**src/rtl/modular_adder_reg_pkg.sv**
```systemverilog
// Shared types for the registered modular adder: the action the result
// register takes on each rising edge.
package modular_adder_reg_pkg;

   typedef enum logic [1:0] {
      ACT_HOLD = 2'd0,
      ACT_LOAD = 2'd1,
      ACT_CLR  = 2'd2
   } reg_act_e;

   // Reset is handled in the flop itself; this resolves clear > enable > hold.
   function automatic reg_act_e sel_action(input logic clr, input logic en);
      if (clr)     return ACT_CLR;
      else if (en) return ACT_LOAD;
      else         return ACT_HOLD;
   endfunction

endpackage

```
**src/rtl/modular_adder_reg_core.sv**
```systemverilog
// Combinational modular add: one wide add, one conditional subtract of the
// modulus, then a select. Operands are assumed already reduced.
module mod_add_core #(
   parameter int BITWIDTH = 32
) (
   input  logic [BITWIDTH-1:0] a,
   input  logic [BITWIDTH-1:0] b,
   input  logic [BITWIDTH-1:0] mod,
   output logic [BITWIDTH-1:0] res
);

   logic [BITWIDTH:0] sum;
   logic [BITWIDTH:0] diff;
   logic              geq;
   logic              unused_diff_msb;

   // The carry bit of sum is kept so that a + b >= 2^BITWIDTH still compares
   // correctly against the modulus.
   assign sum  = {1'b0, a} + {1'b0, b};
   assign diff = sum - {1'b0, mod};
   assign geq  = (sum >= {1'b0, mod});
   assign res  = geq ? diff[BITWIDTH-1:0] : sum[BITWIDTH-1:0];

   assign unused_diff_msb = diff[BITWIDTH];

endmodule

```
**src/rtl/modular_adder_reg.sv**
```systemverilog
// Registered modular adder: oData <= (iData0 + iData1) mod iMod one cycle
// after an enabled edge, with reset > clear > enable priority on the register.
module modular_adder_reg
   import modular_adder_reg_pkg::*;
#(
   parameter int BITWIDTH = 32
) (
   input  logic                iClk,
   input  logic                iRst,
   input  logic                iEn,
   input  logic                iClr,
   input  logic [BITWIDTH-1:0] iData0,
   input  logic [BITWIDTH-1:0] iData1,
   input  logic [BITWIDTH-1:0] iMod,
   output logic [BITWIDTH-1:0] oData
);

   logic [BITWIDTH-1:0] mod_res;
   logic [BITWIDTH-1:0] data_d;
   logic [BITWIDTH-1:0] data_q;
   reg_act_e            act;

   mod_add_core #(
      .BITWIDTH (BITWIDTH)
   ) u_core (
      .a   (iData0),
      .b   (iData1),
      .mod (iMod),
      .res (mod_res)
   );

   always_comb begin
      data_d = data_q;
      act    = sel_action(iClr, iEn);
      case (act)
         ACT_CLR:  data_d = '0;
         ACT_LOAD: data_d = mod_res;
         default:  data_d = data_q;
      endcase
   end

   always_ff @(posedge iClk) begin
      if (iRst) data_q <= '0;
      else      data_q <= data_d;
   end

   assign oData = data_q;

endmodule

```
**config.mk**
```make
export PLATFORM = sky130hd
export DESIGN_NAME = modular_adder_reg
export DESIGN_NICKNAME = d
export VERILOG_FILES = /design/src/rtl/modular_adder_reg_pkg.sv /design/src/rtl/modular_adder_reg_core.sv /design/src/rtl/modular_adder_reg.sv
export SDC_FILE = /design/constraint.sdc
export NUM_CORES = 1
export LEC_CHECK = 0
export CORE_MARGIN = 8
export CORE_UTILIZATION = 54
export DETAILED_ROUTE_END_ITERATION = 6
export GPL_ROUTABILITY_DRIVEN = 0
export GPL_TIMING_DRIVEN = 0
export PLACE_DENSITY = 0.95
export SYNTH_ARGS = -nofsm -noshare
export SYNTH_HDL_FRONTEND = slang
export SYNTH_SLANG_ARGS = --single-unit
export TNS_END_PERCENT = 1
```
**constraint.sdc**
```tcl
create_clock -name iClk -period 11.9 [get_ports iClk]
set_input_delay 1.19 -clock iClk [delete_from_list [all_inputs] [get_ports iClk]]
set_output_delay 1.19 -clock iClk [all_outputs]
set_load 0.005 [all_outputs]
```
# ---- Word level (Yosys, flattened, before mapping)
# Index checks and enable logic that the tools add are counted.
# W data, S select, Z words.
dict set report op_classes {
  addsub 2
  n_mul 0
  div 0
  n_lt_le_gt_ge 1
  eq_ne 2
  shift 0
  muxes 4
  bitwise 0
  n_reduce_logical 1
}
# operator n
set ops {}
lappend ops {{$pmux W32 S2} 1}
lappend ops {{$add A32 B32 Y33} 1}
lappend ops {{$ge A33 B32 Y1} 1}
lappend ops {{$mux W32} 1}
lappend ops {{$sub A32 B32 Y32} 1}
lappend ops {{$eq A2 B1 Y1 const B} 1}
lappend ops {{$eq A2 B2 Y1 const B} 1}
lappend ops {{$mux W2} 1}
lappend ops {{$reduce_bool A2 Y1} 1}
lappend ops {{$mux W1} 1}
dict set report totals {
  register_bits 32
  latchBits 0
  ram_bits 0
  mem_bits_ro 0
  in_bits 100
  output_inout_bits 32
  word_cells 11
  memories 0
}

# ---- Longest topological paths before layout
# Gate-level depths: netlist (run 1).
dict set report depth {
  ltp_word 4
  depth_mapped 22
  depth_no_buf 20
}

# ---- Modules after synthesis
# From an unflattened synthesis (run 1), not the netlist that was laid out.
dict set report unflattened {
  cells_unflattened 675
  hier_area_um2 5242.5
}
# module n_inst cells_per_inst area_each_um2 seq_area_each_um2
set by_module_without_submodules {}
lappend by_module_without_submodules {mod_add_core 1 570 4086.4 0.0}
lappend by_module_without_submodules {modular_adder_reg 1 105 1156.1 640.6}

# ---- Worst setup path after synthesis (run 1)
# Ideal clock, no wire load.
dict set report synth_timing {
  path_kind {input to register}
  from {input iData0[0]}
  to {register data_q[31] (netlist: oData[31])}
  setup_ps 117
  arrival_ps 5127
  t_required_ps 11783
  setup_slack_ps 6656
  cell_stages 19
  n_path_buf 0
  path_cell_list {ha_1 -> inv_1 -> fa_1 -> nor2b_1 -> o31a_1 -> o21ai_2 -> nand2_1 -> a22o_1 -> a21oi_1 -> o311ai_0 -> ha_1 -> a21o_1 -> o21bai_1 -> a211oi_1 -> o21bai_1 -> a221oi_4 -> o41ai_1 -> or4_1 -> a32o_1}
}
dict set report synth_between {
  elab_chain_len 4
  word_cells_on_any_way 5
  cone_classes {2 x add/sub; 1 x order compare; 2 x mux}
}
# element line_no
set synth_lines {}
lappend synth_lines {{start: declaration} modular_adder_reg.sv:12} ;# input logic [BITWIDTH-1:0] iData0,
lappend synth_lines {{$add A32 B32 Y33 (*)} modular_adder_reg_core.sv:19} ;# assign sum = {1'b0, a} + {1'b0, b};
lappend synth_lines {{$sub A32 B32 Y32 / $ge A33 B32 Y1 (equally long branches)} {modular_adder_reg_core.sv:20, modular_adder_reg_core.sv:21}}
lappend synth_lines {{$mux W32 (*)} modular_adder_reg_core.sv:22} ;# assign res = geq ? diff[BITWIDTH-1:0] : sum[BITWIDTH-1:0];
lappend synth_lines {{$pmux W32 S2 (*)} modular_adder_reg.sv:35} ;# case (act)
lappend synth_lines {{end signal: assignment} modular_adder_reg.sv:44} ;# else data_q <= data_d;
lappend synth_lines {{end: declaration} modular_adder_reg.sv:20} ;# logic [BITWIDTH-1:0] data_q;
# Every way passes the cells marked *; elsewhere a longest branch is shown, timed or not.
# A chain may end at the register's enable or synchronous reset.

# ---- Worst setup path after layout (run 1)
dict set report layout_timing {
  from {input iData0[0]}
  to {register data_q[16] (netlist: oData[16])}
}
# Same word-level chain as after synthesis.

==> results of run 1 <==
-- cell families after synthesis --
family / synth area share
compound gates: 0.3092
xor+xnor: 0.09457
fa+ha+maj: 0.1713
buf+inv: 0.06194
flops: 0.1305
mux: 0.04920
simple gates: 0.1833
-- cells in the mapped netlist (4+ instances only) --
| library cell | n |
|---|---|
| nor2b_1 | 7 |
| o21a_1 | 8 |
| a211oi_1 | 7 |
| a21oi_1 | 52 |
| inv_1 | 52 |
| nand2b_1 | 9 |
| a21o_1 | 23 |
| o21ai_2 | 5 |
| nand2_1 | 72 |
| nor2_1 | 46 |
| o21ai_1 | 27 |
| a21oi_2 | 5 |
| mux2i_1 | 23 |
| or2_2 | 4 |
| nand3_1 | 13 |
| o211ai_1 | 4 |
| xor2_1 | 19 |
| clkbuf_1 | 9 |
| xnor2_1 | 34 |
| and3_1 | 4 |
| o21ai_0 | 27 |
| or3_1 | 4 |
| o21bai_1 | 9 |
| dfxtp_1 | 32 |
| a32oi_1 | 4 |
| ha_1 | 64 |
| buf_2 | 9 |
| nor3_1 | 9 |
| nand4_1 | 10 |
-- power by group through the flow --
stage	Clock [mW]	Sequential, mW	Combinational, mW
2_1_floorplan	0	0.129	0.360
3_3_place_gp	0	0.128	0.486
3_5_place_dp	0	0.129	0.509
4_1_cts	0.0781	0.126	0.512
5_1_grt	0.0816	0.128	0.569
6_report	0.0783	0.126	0.525
-- layer usage --
layer	GRT usage	vias to the layer above
li1	-	2671
met1	0.2790	2578
met2	0.4050	279
met3	0.04563	43
met4	0.08089	0
met5	0	-
-- worst paths after layout --
| check | start | to | slack, ps | cells after the start |
|---|---|---|---|---|
| worst max register to register | oData[30] | oData[30] | 11180 | 1 |
| worst min-delay path | oData[9] | oData[9] | 450 | 2 |
| worst min register to register | oData[9] | oData[9] | 450 | 2 |
| worst max-delay path | iData0[0] | oData[16] | 5120 | 22 |
-- area by class of cell --
type / instances / area [um^2]
Sequential cell: 32 / 640.6
Fill cell: 660 / 2331
Clock buffer: 6 / 72.57
Clock inverter: 1 / 5.005
Multi-Input combinational cell: 555 / 3964
Timing Repair Buffer: 131 / 1311
Buffer: 21 / 108.9
Inverter: 52 / 195.2
Tap cell: 108 / 135.1
-- stage by stage --
stage,util,hold slack (ps)
floorplan,-,444.8
global placement,0.7252,437.4
detailed placement,0.7252,443.2
CTS,0.7340,451.6
global route,0.7340,472.8
finish,0.7340,448.8
-- critical path, stage by stage --
cell             delay, ps
clkdlybuf4s50_1        470
ha_1                   210
inv_1                   70
fa_1                   400
nor2b_1                220
o31a_1                 210
o21ai_2                100
nand2_1                140
a22o_1                 180
a21oi_1                100
o311ai_0               800
ha_1                   440
a21o_1                 230
o21bai_1               210
a211oi_1               330
o21bai_1               140
a221oi_4               390
nor2_2                  80
nor3_4                 340
buf_6                  250
mux2i_1                330
o21ai_1                 90
==> flow_summary.ini, run 1 <==
[timing]
setup_viol = 0
max_freq_mhz = 147.4
finalMaxSlewViolations = 0
setup_tns_ps = 0
post-route-min-period_ps = 6784
finalClockSkew_ps = 0
rsz0062_at_grt = false
fin_ws_ps = 5116
fin_crit_sh = 0.5701
tightest_slew_ps = 895.7
relSlewSlack = 0.3953
hold_viol = 0

[global_route]
grt_pass1_vias = 5494
grt.total_usage = 0.2331
grt_remaining_overflow = 0
antenna_found_initial = 0
grt_pass1_wl_um = 25220
grt_max_degree = 11

[drt]
wl_met1_um = 6234
drt_iter0_drc = 319
top_layer = met4
routed_wl_um = 15210
wl_per_cell_um = 16.78
via_per_inst = 6.149
postRouteAntennaNets = 0
vias = 5571
drc = 1
wl_met3_um = 1312
dr.pass1.iters = 7
dr_wl_met2_um = 7245

[clock_network]
clk_latency_ps = 280
cts_root_buf = clkbuf_8
cts_made_buffers = 5
cts_tree = built
cts_resized = 0
clk_pin_slew_ps = 60
clock_path_buffers = 2
clkSinkCount = 32
post_cts_buffers = 0
hold_buffers = 0
htree_levels = 2

[yosys]
netlist-cell-type-count = 72
synthArstFlopShare = 0
syn-cell-area_um2 = 4908
yosys_most_used_dff = dfxtp_1
syn_area_per_cell_um2 = 7.437
synth_top_area_cell = ha_1
yosysSeqAreaShare = 0.1305
synth_nets = 826
synthTopCellsByArea = ha_1, dfxtp_1, xnor2_1, nand2_1, a21oi_1
ys_warn_count = 0
syn_inst = 660
synth_edf_count = 0
synth_top_area_frac = 0.1631
yosys_register_bits = 32

[die]
dieArea_um2 = 12400
ioPinCount = 132
die_w_um = 111.3
initial_core_util = 0.5601
die_h_um = 111.3
rows = 34
core_area_um2 = 8763

[placement]
port_buffers = 131
dpl_cell_area_um2 = 6355
dpl.hpwl_um = 13000
post-place-ws_ps = 5048
place_inst = 899

[pwr]
internal_power_mw = 0.3954
pwr-share-comb = 0.720
ir_drop_uv = 47.05
switchingPower_mw = 0.3343
power_density_nw_per_um2 = 113.4
seqPwrFrac = 0.173
power.total_mw = 0.7297
leakage_nw = 2.794
switching_share = 0.4581
clkPwrFrac = 0.107

[finish]
top_regs = oData x32
fin_area_um2 = 6432
area_delta_synth_final_pct = 31.05
layout_commonest_cell = clkdlybuf4s50_1
final_cells = 906
n_antenna_cell = 0
final_nets = 964
drive_gt1_frac = 0.05514
largest_register_ffs = 32
final_cell_mix = clkdlybuf4s50_1, nand2_1, ha_1
largest_register = oData

[setup_path]
critPathMaxFanout = 10
required_ps = 12060
critPathKind = input port to flip-flop
cp.arrival_ps = 6940
end_kind = flip-flop
critPathLaunchType = input port

[run]
drv_cap = 0

[worst_hold_path]
hp-class = flip-flop to flip-flop

[status]
failed_checks = DRC
status = complete, but fails checks
No activity file was read; power rests on OpenSTA's default activity.
==> run 2: changes to the inputs <==
CORE_UTILIZATION = 50   (was 54)
PLACE_DENSITY = 0.89   (was 0.95)
clock period = 6.99 ns   (was 11.9 ns; I/O delays follow)
==> run 2 against run 1 <==
The run now ends clean; count of clock-buffer cells in the layout increased by 1; first-iteration DRC count increased by 26%; die area increased by 6.8%; non-clock buffer count unchanged; highest routed layer unchanged; clock skew unchanged; clock power increased by 98%; combinational power increased by 70%; via count decreased by 1.7%; critical endpoint unchanged; setup slack got worse by 4200 ps; critical path type unchanged; wire length decreased by 0.37%; critical path depth unchanged.
==> flow_summary.ini, run 2 (same netlist as run 1, synthesis figures left out) <==
[setup_path]
cp.arrival_ps = 6190
critPathKind = input port to flip-flop
critPathLaunchType = input port
critPathMaxStageDelay_ps = 690
end_kind = flip-flop
path_cells = clkdlybuf4s50_1 -> ha_1 -> inv_1 -> fa_1 -> nor2b_1 -> o31a_1 -> o21ai_2 -> nand2_1 -> a22o_1 -> a21oi_1 -> o311ai_0 -> ha_1 -> a21o_1 -> o21bai_1 -> a211oi_1 -> o21bai_1 -> a221oi_4 -> nor2_2 -> nor3_4 -> buf_6 -> mux2i_1 -> o21ai_1
critPathMaxFanout = 10
required_ps = 7150
cp_slowest_cell = o311ai_0

[drt]
dr.pass1.iters = 5
routed_wl_um = 15150
top_layer = met4
via_per_inst = 5.883
wl_met3_um = 1184
postRouteAntennaNets = 0
vias = 5477
wl_per_cell_um = 16.27
wl_met1_um = 6565
drt_iter0_drc = 403
drc = 0
dr_wl_met2_um = 7157

[die]
rows = 36
die_h_um = 115.1
die_w_um = 115.1
core_area_um2 = 9639
initial_core_util = 0.5092
dieArea_um2 = 13240
ioPinCount = 132

[finish]
drive_gt1_frac = 0.05639
layout_commonest_cell = clkdlybuf4s50_1
final_cells = 931
area_delta_synth_final_pct = 32.07
largest_register_ffs = 32
final_nets = 964
final_cell_mix = clkdlybuf4s50_1, nand2_1, ha_1
largest_register = oData
top_regs = oData x32
fin_area_um2 = 6482
n_antenna_cell = 0

[timing]
fin_crit_sh = 0.8636
setup_tns_ps = 0
finalMaxSlewViolations = 0
relSlewSlack = 0.4858
rsz0062_at_grt = false
tightest_slew_ps = 761.6
hold_viol = 0
finalClockSkew_ps = 0
setup_viol = 0
max_freq_mhz = 165.7
post-route-min-period_ps = 6036
whs_ps = 447.2

[clock_network]
cts_made_buffers = 5
cts_root_buf = clkbuf_8
hold_buffers = 0
clk_pin_slew_ps = 70
cts_resized = 0
htree_levels = 2
clkSinkCount = 32
clock_path_buffers = 2
clk_latency_ps = 280
cts_tree = built
post_cts_buffers = 0

[pwr]
power.total_mw = 1.262
leakage_nw = 2.803
power_density_nw_per_um2 = 194.6
switchingPower_mw = 0.5696
switching_share = 0.4515
pwr-share-comb = 0.707
seqPwrFrac = 0.170
internal_power_mw = 0.6920
clkPwrFrac = 0.123
ir_drop_uv = 93.51

[global_route]
grt_pass1_vias = 5316
grt_pass1_wl_um = 24520
grt.total_usage = 0.2222
grt_remaining_overflow = 0
grt_max_degree = 11
antenna_found_initial = 0

[placement]
place_inst = 924
dpl_cell_area_um2 = 6386
port_buffers = 131
dpl.hpwl_um = 12890

[run]
drv_cap = 0

[worst_hold_path]
hp-class = flip-flop to flip-flop

[status]
status = finished, final reports clean
-- run 2: worst paths after layout --
kind | from | end | slack (ps) | cells after the start
max | iData0[0] | oData[16] | 950 | 22
min | oData[7] | oData[7] | 450 | 2
max reg2reg | oData[30] | oData[30] | 6270 | 1
min reg2reg | oData[7] | oData[7] | 450 | 2
-- run 2: power by group through the flow --
stage	clock network, mW	registers [mW]	logic, mW
5_1_grt	0.159	0.218	0.963
4_1_cts	0.155	0.215	0.869
2_1_floorplan	0	0.219	0.612
3_5_place_dp	0	0.219	0.865
3_3_place_gp	0	0.218	0.829
6_report	0.155	0.215	0.892
-- run 2: layout make-up --
class	count	area (um^2)
Clock buffer	7	96.34
Fill cell	783	3157
Tap cell	133	166.4
Timing Repair Buffer	131	1311
Inverter	52	195.2
Buffer	21	108.9
Multi-Input combinational cell	555	3964
Sequential cell	32	640.6
-- run 2: layer usage --
layer / up-vias / GRT usage
li1: 2677 / -
met1: 2519 / 0.2806
met2: 261 / 0.3862
met3: 20 / 0.02784
met4: 0 / 0.06217
met5: - / 0
-- run 2: per-stage QoR --
stage	setup slack, ps	util
after floorplan	2237	-
after global placement	1018	0.6625
after detailed placement	888.3	0.6625
after CTS	1145	0.6725
after global routing	758.3	0.6725
final	953.6	0.6725
-- run 2: critical path, delay by kind of cell --
family	cells	cell delay [ps]
and+or+nand+nor	4	730
AOI/OAI and AO/OA	11	2640
muxes	1	320
buffers and inverters	3	770
adders and majority gates	3	1000
==> run 3: changes to the inputs <==
--- a/constraint.sdc
+++ b/constraint.sdc
@@ -3,2 +3,2 @@
 set_output_delay 0.699 -clock iClk [all_outputs]
-set_load 0.005 [all_outputs]
+set_load 0.1 [all_outputs]
==> results of run 3 <==
Same layout as run 2 (identical final DEF). Status: finished, final reports clean.
Among the figures that moved: total power 1.262 mW -> 1.411 mW; worst IR drop on VDD 93.51 uV -> 102.0 uV
